**config.mk**
```make
export PLATFORM = sky130hd
export DESIGN_NAME = time_set_controller
export DESIGN_NICKNAME = d
export VERILOG_FILES = /design/src/rtl/time_set_controller.sv
export SDC_FILE = /design/constraint.sdc
export NUM_CORES = 1
export LEC_CHECK = 0
export CAP_MARGIN = 10
export CORE_UTILIZATION = 50
export DETAILED_ROUTE_END_ITERATION = 7
export PLACE_DENSITY = 0.69
export RECOVER_POWER = 25
export SLEW_MARGIN = 20
export SYNTH_ARGS = -nofsm -noshare
export SYNTH_HDL_FRONTEND = slang
export SYNTH_SLANG_ARGS = --single-unit
```
**constraint.sdc**
```tcl
create_clock -name clk_50 -period 7.2 [get_ports clk_50]
set_input_delay 1.8 -clock clk_50 [delete_from_list [all_inputs] [get_ports clk_50]]
set_output_delay 1.8 -clock clk_50 [all_outputs]
set_load 0.02 [all_outputs]
```
**src/rtl/time_set_controller.sv**
```systemverilog
// rtl/time_set_controller.sv - time-setting sequencer: key debounce, RUN/SET_* FSM, inc/dec strobes, blink, timeout
module time_set_controller #(
    parameter int CLK_HZ     = 50_000_000,
    parameter int DEB_CYC    = 1_000_000,
    parameter int REP_DLY    = 25_000_000,
    parameter int REP_PER    = 5_000_000,
    parameter int BLINK_HALF = 12_500_000,
    parameter int TIMEOUT_S  = 10
) (
    input  logic       clk_50,
    input  logic       rst_n,
    input  logic       key_mode,
    input  logic       key_sel,
    input  logic       key_up,
    input  logic       key_down,
    output logic       set_mode,
    output logic [2:0] field_sel,
    output logic       inc_p,
    output logic       dec_p,
    output logic       blink
);

    localparam int DEB_W   = $clog2(DEB_CYC + 1);
    localparam int REP_MAX = (REP_DLY > REP_PER) ? REP_DLY : REP_PER;
    localparam int REP_W   = $clog2(REP_MAX + 1);
    localparam int BLK_W   = $clog2(BLINK_HALF + 1);
    localparam int PS_W    = $clog2(CLK_HZ + 1);
    localparam int SEC_W   = $clog2(TIMEOUT_S + 1);

    localparam int K_MODE = 0;
    localparam int K_SEL  = 1;
    localparam int K_UP   = 2;
    localparam int K_DOWN = 3;

    typedef enum logic [1:0] {ST_RUN, ST_SEC, ST_MIN, ST_HR} state_t;

    state_t                 state_q, state_d;
    logic [3:0]             key_raw;
    logic [3:0]             sync1_q, sync2_q;
    logic [3:0]             lvl_q, lvl_d, lvl_prev_q;
    logic [3:0][DEB_W-1:0]  deb_cnt_q, deb_cnt_d;
    logic [3:0]             press;

    logic                   held_up, held_dn, one_held;
    logic                   timeout;
    logic                   in_set_stay, in_set_both;
    logic                   ev_inc, ev_dec, rep_run, rep_hit, fire_inc, fire_dec;

    logic                   rep_arm_q, rep_arm_d;
    logic                   rep_first_q, rep_first_d;
    logic [REP_W-1:0]       rep_cnt_q, rep_cnt_d;
    logic [PS_W-1:0]        ps_q, ps_d;
    logic [SEC_W-1:0]       sec_q, sec_d;
    logic [BLK_W-1:0]       blk_cnt_q, blk_cnt_d;
    logic                   blink_q, blink_d;
    logic                   set_mode_q;
    logic [2:0]             field_q, field_d;
    logic                   inc_q, dec_q;

    assign key_raw = {key_down, key_up, key_sel, key_mode};

    // Per-key debounce: level flips after DEB_CYC consecutive differing synced samples
    always_comb begin
        lvl_d     = lvl_q;
        deb_cnt_d = '0;
        for (int i = 0; i < 4; i++) begin
            if (sync2_q[i] != lvl_q[i]) begin
                if (deb_cnt_q[i] == DEB_W'(DEB_CYC - 1)) begin
                    lvl_d[i] = ~lvl_q[i];
                end else begin
                    deb_cnt_d[i] = deb_cnt_q[i] + DEB_W'(1);
                end
            end
        end
    end

    assign press    = lvl_prev_q & ~lvl_q;
    assign held_up  = ~lvl_q[K_UP];
    assign held_dn  = ~lvl_q[K_DOWN];
    assign one_held = held_up ^ held_dn;

    // A press in the same cycle as the terminal count wins over the timeout
    assign timeout = (state_q != ST_RUN) && (ps_q == PS_W'(CLK_HZ - 1)) &&
                     (sec_q == SEC_W'(TIMEOUT_S - 1)) && !(|press);

    // Next-state logic; mode beats sel when both fire together
    always_comb begin
        state_d = state_q;
        case (state_q)
            ST_RUN: begin
                if (press[K_MODE]) state_d = ST_SEC;
            end
            default: begin
                if (press[K_MODE] || timeout) begin
                    state_d = ST_RUN;
                end else if (press[K_SEL]) begin
                    case (state_q)
                        ST_SEC:  state_d = ST_MIN;
                        ST_MIN:  state_d = ST_HR;
                        default: state_d = ST_SEC;
                    endcase
                end
            end
        endcase
    end

    assign in_set_both = (state_q != ST_RUN) && (state_d != ST_RUN);
    assign in_set_stay = (state_q != ST_RUN) && (state_d == state_q);
    assign ev_inc      = press[K_UP]   & ~held_dn & in_set_both;
    assign ev_dec      = press[K_DOWN] & ~held_up & in_set_both;
    assign rep_run     = rep_arm_q & one_held & in_set_stay;
    assign rep_hit     = rep_run && (rep_cnt_q == (rep_first_q ? REP_W'(REP_DLY) : REP_W'(REP_PER)));
    assign fire_inc    = ev_inc | (rep_hit & held_up);
    assign fire_dec    = ev_dec | (rep_hit & held_dn);

    // Auto-repeat: armed by an up/down event, held at zero while both keys are down
    always_comb begin
        rep_arm_d   = rep_arm_q;
        rep_first_d = rep_first_q;
        rep_cnt_d   = rep_cnt_q;
        if (!in_set_stay || !(held_up | held_dn)) begin
            rep_arm_d   = 1'b0;
            rep_first_d = 1'b1;
            rep_cnt_d   = '0;
        end else if (ev_inc | ev_dec) begin
            rep_arm_d   = 1'b1;
            rep_first_d = 1'b1;
            rep_cnt_d   = REP_W'(1);
        end else if (rep_hit) begin
            rep_first_d = 1'b0;
            rep_cnt_d   = REP_W'(1);
        end else if (rep_run) begin
            rep_cnt_d   = rep_cnt_q + REP_W'(1);
        end else begin
            rep_first_d = 1'b1;
            rep_cnt_d   = '0;
        end
    end

    // Inactivity timer: seconds prescaler restarted by any press or strobe
    always_comb begin
        ps_d  = ps_q;
        sec_d = sec_q;
        if ((state_q == ST_RUN) || (|press) || fire_inc || fire_dec) begin
            ps_d  = '0;
            sec_d = '0;
        end else if (ps_q == PS_W'(CLK_HZ - 1)) begin
            ps_d = '0;
            if (sec_q != SEC_W'(TIMEOUT_S)) sec_d = sec_q + SEC_W'(1);
        end else begin
            ps_d = ps_q + PS_W'(1);
        end
    end

    // Blink phase restarts visible on entry, field change and every strobe
    always_comb begin
        blink_d   = blink_q;
        blk_cnt_d = blk_cnt_q;
        if ((state_d == ST_RUN) || (state_d != state_q) || fire_inc || fire_dec) begin
            blink_d   = 1'b1;
            blk_cnt_d = '0;
        end else if (blk_cnt_q == BLK_W'(BLINK_HALF - 1)) begin
            blink_d   = ~blink_q;
            blk_cnt_d = '0;
        end else begin
            blk_cnt_d = blk_cnt_q + BLK_W'(1);
        end
    end

    // One-hot field decode of the next state
    always_comb begin
        field_d = 3'b000;
        case (state_d)
            ST_SEC:  field_d = 3'b001;
            ST_MIN:  field_d = 3'b010;
            ST_HR:   field_d = 3'b100;
            default: field_d = 3'b000;
        endcase
    end

    // State, input path and registered outputs
    always_ff @(posedge clk_50) begin
        if (!rst_n) begin
            state_q     <= ST_RUN;
            sync1_q     <= 4'hF;
            sync2_q     <= 4'hF;
            lvl_q       <= 4'hF;
            lvl_prev_q  <= 4'hF;
            deb_cnt_q   <= '0;
            rep_arm_q   <= 1'b0;
            rep_first_q <= 1'b1;
            rep_cnt_q   <= '0;
            ps_q        <= '0;
            sec_q       <= '0;
            blk_cnt_q   <= '0;
            blink_q     <= 1'b1;
            set_mode_q  <= 1'b0;
            field_q     <= 3'b000;
            inc_q       <= 1'b0;
            dec_q       <= 1'b0;
        end else begin
            state_q     <= state_d;
            sync1_q     <= key_raw;
            sync2_q     <= sync1_q;
            lvl_q       <= lvl_d;
            lvl_prev_q  <= lvl_q;
            deb_cnt_q   <= deb_cnt_d;
            rep_arm_q   <= rep_arm_d;
            rep_first_q <= rep_first_d;
            rep_cnt_q   <= rep_cnt_d;
            ps_q        <= ps_d;
            sec_q       <= sec_d;
            blk_cnt_q   <= blk_cnt_d;
            blink_q     <= blink_d;
            set_mode_q  <= (state_d != ST_RUN);
            field_q     <= field_d;
            inc_q       <= fire_inc;
            dec_q       <= fire_dec;
        end
    end

    assign set_mode  = set_mode_q;
    assign field_sel = field_q;
    assign inc_p     = inc_q;
    assign dec_p     = dec_q;
    assign blink     = blink_q;

endmodule

```
==> metrics <==
WL final=roughly 14000 microns; period utilization=56.1%; die area=between 0.015 and 0.02 sq mm; CP Launch Type=primary input; depth of the CTS H-tree=4; width of the die=131 microns; number of fillers in the final layout=1518; 1st-pass router iterations=5; Core Box Area=0.0160 sq mm; sw frac=about a fifth; vias in the first global route=5667; flops & latches, synth=186; Logic pwr share=0.6%; root buffer cell=clkbuf_16; Initial Util=51.7%; # IOs=13; Setup-failing EPs final=0; CTS tree=done; Via Count=6144; floorplan row count=46; routability-driven placement congestion ratio=slightly below 0.8; number of cells on the worst hold path=1; layout cells sized above 1=4.92%; crit path time final=between 4 and 5 ns; Area growth, synth to finish=10.5%; dpl hpwl=9800 microns; Post-synth EDFFs=0; sw power=0.412 mW; Avg Cell Area, Syn=~8.7 sq um; Worst Tran Pin Value=1.08 ns; antenna violations before repair=0; Sequential Power Share=between 50% and 60%; Hold Path Class=flop to flop; Max Slew Vio Count=0; first-pass GRT wire length=25500 microns; Via density=5.16; Post-Synthesis Net Count=between 900 and 1000; clock share of power=between 40 and 50%; status=complete, no violations; DR WL/cell=~12 microns; Rel. slew slack=27.7%; worst vdd ir=0.000168 V; antenna viol nets, final=0; Peak Freq=247 MHz; Critical Path AT=approximately 4.4 ns; Clk Latency, worst-skew pair=0.44 ns; YS warnings=0; Area contributors post-synth=dfxtp_1 45%, xor2_1 9.6%, nor2_1 8.5%, xnor2_1 5.5%, nand2_1 4.1%; largest net degree at the start of global routing=26; final layout net count=around 1000; global route overflow=0; Die H=131 microns; Pwr Density=218 mW/mm^2; Setup crit end kind=flop; Critical Path Fanout Max=25; PortBufs=12; Setup Buffers After CTS=0; Synth async-reset ratio=0%; CTS Buffer Depth=2; drt drc=0; WS Path Type=primary input to flop; Synth top cells by count=188 x nor2_1, 186 x dfxtp_1, 91 x xor2_1; Worst Skew=0.0120 ns; post-CTS sizing=0; Ant. Diodes=0; Int Power=1.58 mW; R2R cell count=7; Pleak=2.92 nW; All-Layer GR Usage=between 10% and 20%; leading area contributor after synthesis=dfxtp_1; Fin Setup TNS=0 ns; MaxCap Viol Count=0; Seq/Total Area, Yosys=45.0%; Starting DRT DRC Count=~300; top-count cell post-synth=nor2_1; Reg area=0.00372 sq mm; RSZ-0062 raised after global routing=no; CTS clk-pin slew, worst paths=around 0.06 ns; Critical Path RT=7.52 ns; CTS hold repair buffers=0; worst hold slack=0.411 ns; Mapped Cells=955; Hold Vio Cnt, Final=0; TritonCTS buffer count=17; Synth cell types=52; top_reg_cell synth=dfxtp_1; Synth top area share=approximately 45%; Clock Sinks=186; area of the multi-input gates=0.00434 sq mm; Mapped Area=0.00828 sq mm
[final timing paths]
check        slack (ns)         end        from
max                3.16       blink       rst_n
min reg2reg        0.41  sync2_q[3]  sync1_q[3]
max reg2reg        4.42       blink  state_q[0]
min                0.41  sync2_q[3]  sync1_q[3]
[stage by stage]
stage | setup WS [ns] | util, % | instance area, sq um | total power, mW | std cells
detailed placement | 3.45 | 53.5 | 8560 | 1.07 | 1161
floorplan | 4.45 | - | 8280 | 1.06 | 955
CTS | 3.90 | 57.2 | 9160 | 2.01 | 1191
global route | 2.99 | 57.2 | 9150 | 2.06 | 1191
finish | 3.16 | 57.2 | 9150 | 1.99 | 1191
global placement | 3.51 | 53.5 | 8560 | 1.07 | 1161
[routing by layer]
| metal | wire length [microns] | track usage, % | part of all wire [%] |
|---|---|---|---|
| met2 | 6380 | 29.5 | 44 |
| met3 | 382 | 4.32 | 2.7 |
| met1 | 7420 | 24.6 | 52 |
| met5 | 0 | 0 | 0 |
| met4 | 224 | 7.51 | 1.6 |
[power groups by stage]
stage / clock [mW] / combinational, mW / sequential (mW)
after global routing: 1.01 / 0.0128 / 1.03
after floorplan: 0 / 0.00711 / 1.06
after CTS: 0.970 / 0.0120 / 1.03
after detailed placement: 0 / 0.0119 / 1.06
final: 0.950 / 0.0114 / 1.03
after global placement: 0 / 0.0117 / 1.06
[flip-flops by register name, summed over array words and instances (netlist names)]
| register | cells |
|---|---|
| rep_arm_q | 1 |
| set_mode | 1 |
| sec_q | 4 |
| rep_cnt_q | 25 |
| dec_p | 1 |
| lvl_prev_q | 4 |
| sync1_q | 4 |
| field_sel | 3 |
| sync2_q | 4 |
| lvl_q | 4 |
| blink | 1 |
| deb_cnt_q | 80 |
| inc_p | 1 |
| ps_q | 26 |
| state_q | 2 |
| rep_first_q | 1 |
| blk_cnt_q | 24 |
[cell type report]
class | count | area share (%)
multi-input combinational | 722 | 47.4
tap | 216 | 2.95
clock buffer | 17 | 4.65
timing repair buffer | 14 | 1.44
sequential | 186 | 40.7
clock inverter | 13 | 1.86
inverter | 23 | 0.944
[worst max-delay path: stages]
cell and delay (ns):
dlygate4sd3_1 0.52, clkbuf_1 0.80, o211a_1 0.31, nand4_1 0.55
nand2b_1 0.36
[logic make-up after synthesis]
kind of cell / synth area share, %
buffers and inverters: 2.49
muxes: 0.605
and+or+nand+nor: 31.3
adders and majority gates: 2.12
AOI/OAI and AO/OA: 3.42
xor gates and xnor gates: 15.1
DFF: 45.0
[cells in the final DEF (no fill, tap or decap), types with 3 or more instances in the layout]
master,n
o21ai_0,9
nand3b_1,4
xnor2_1,52
nand3_1,62
mux2i_1,5
ha_1,14
nor3_1,18
clkdlybuf4s50_1,11
xor2_1,91
and3_1,24
o21a_1,5
dfxtp_1,186
and4_1,15
clkinv_4,3
a21oi_1,13
nor4_1,12
or4_1,3
inv_1,23
nand2_1,90
nor4bb_1,4
clkbuf_16,17
nand2b_1,16
nor2_1,188
bufinv_16,3
or3_1,5
nand4_1,46
nor2b_1,4
nor4b_1,8
or2_2,5
nor3b_1,3
Note: power is estimated with default switching activity, not from simulation.
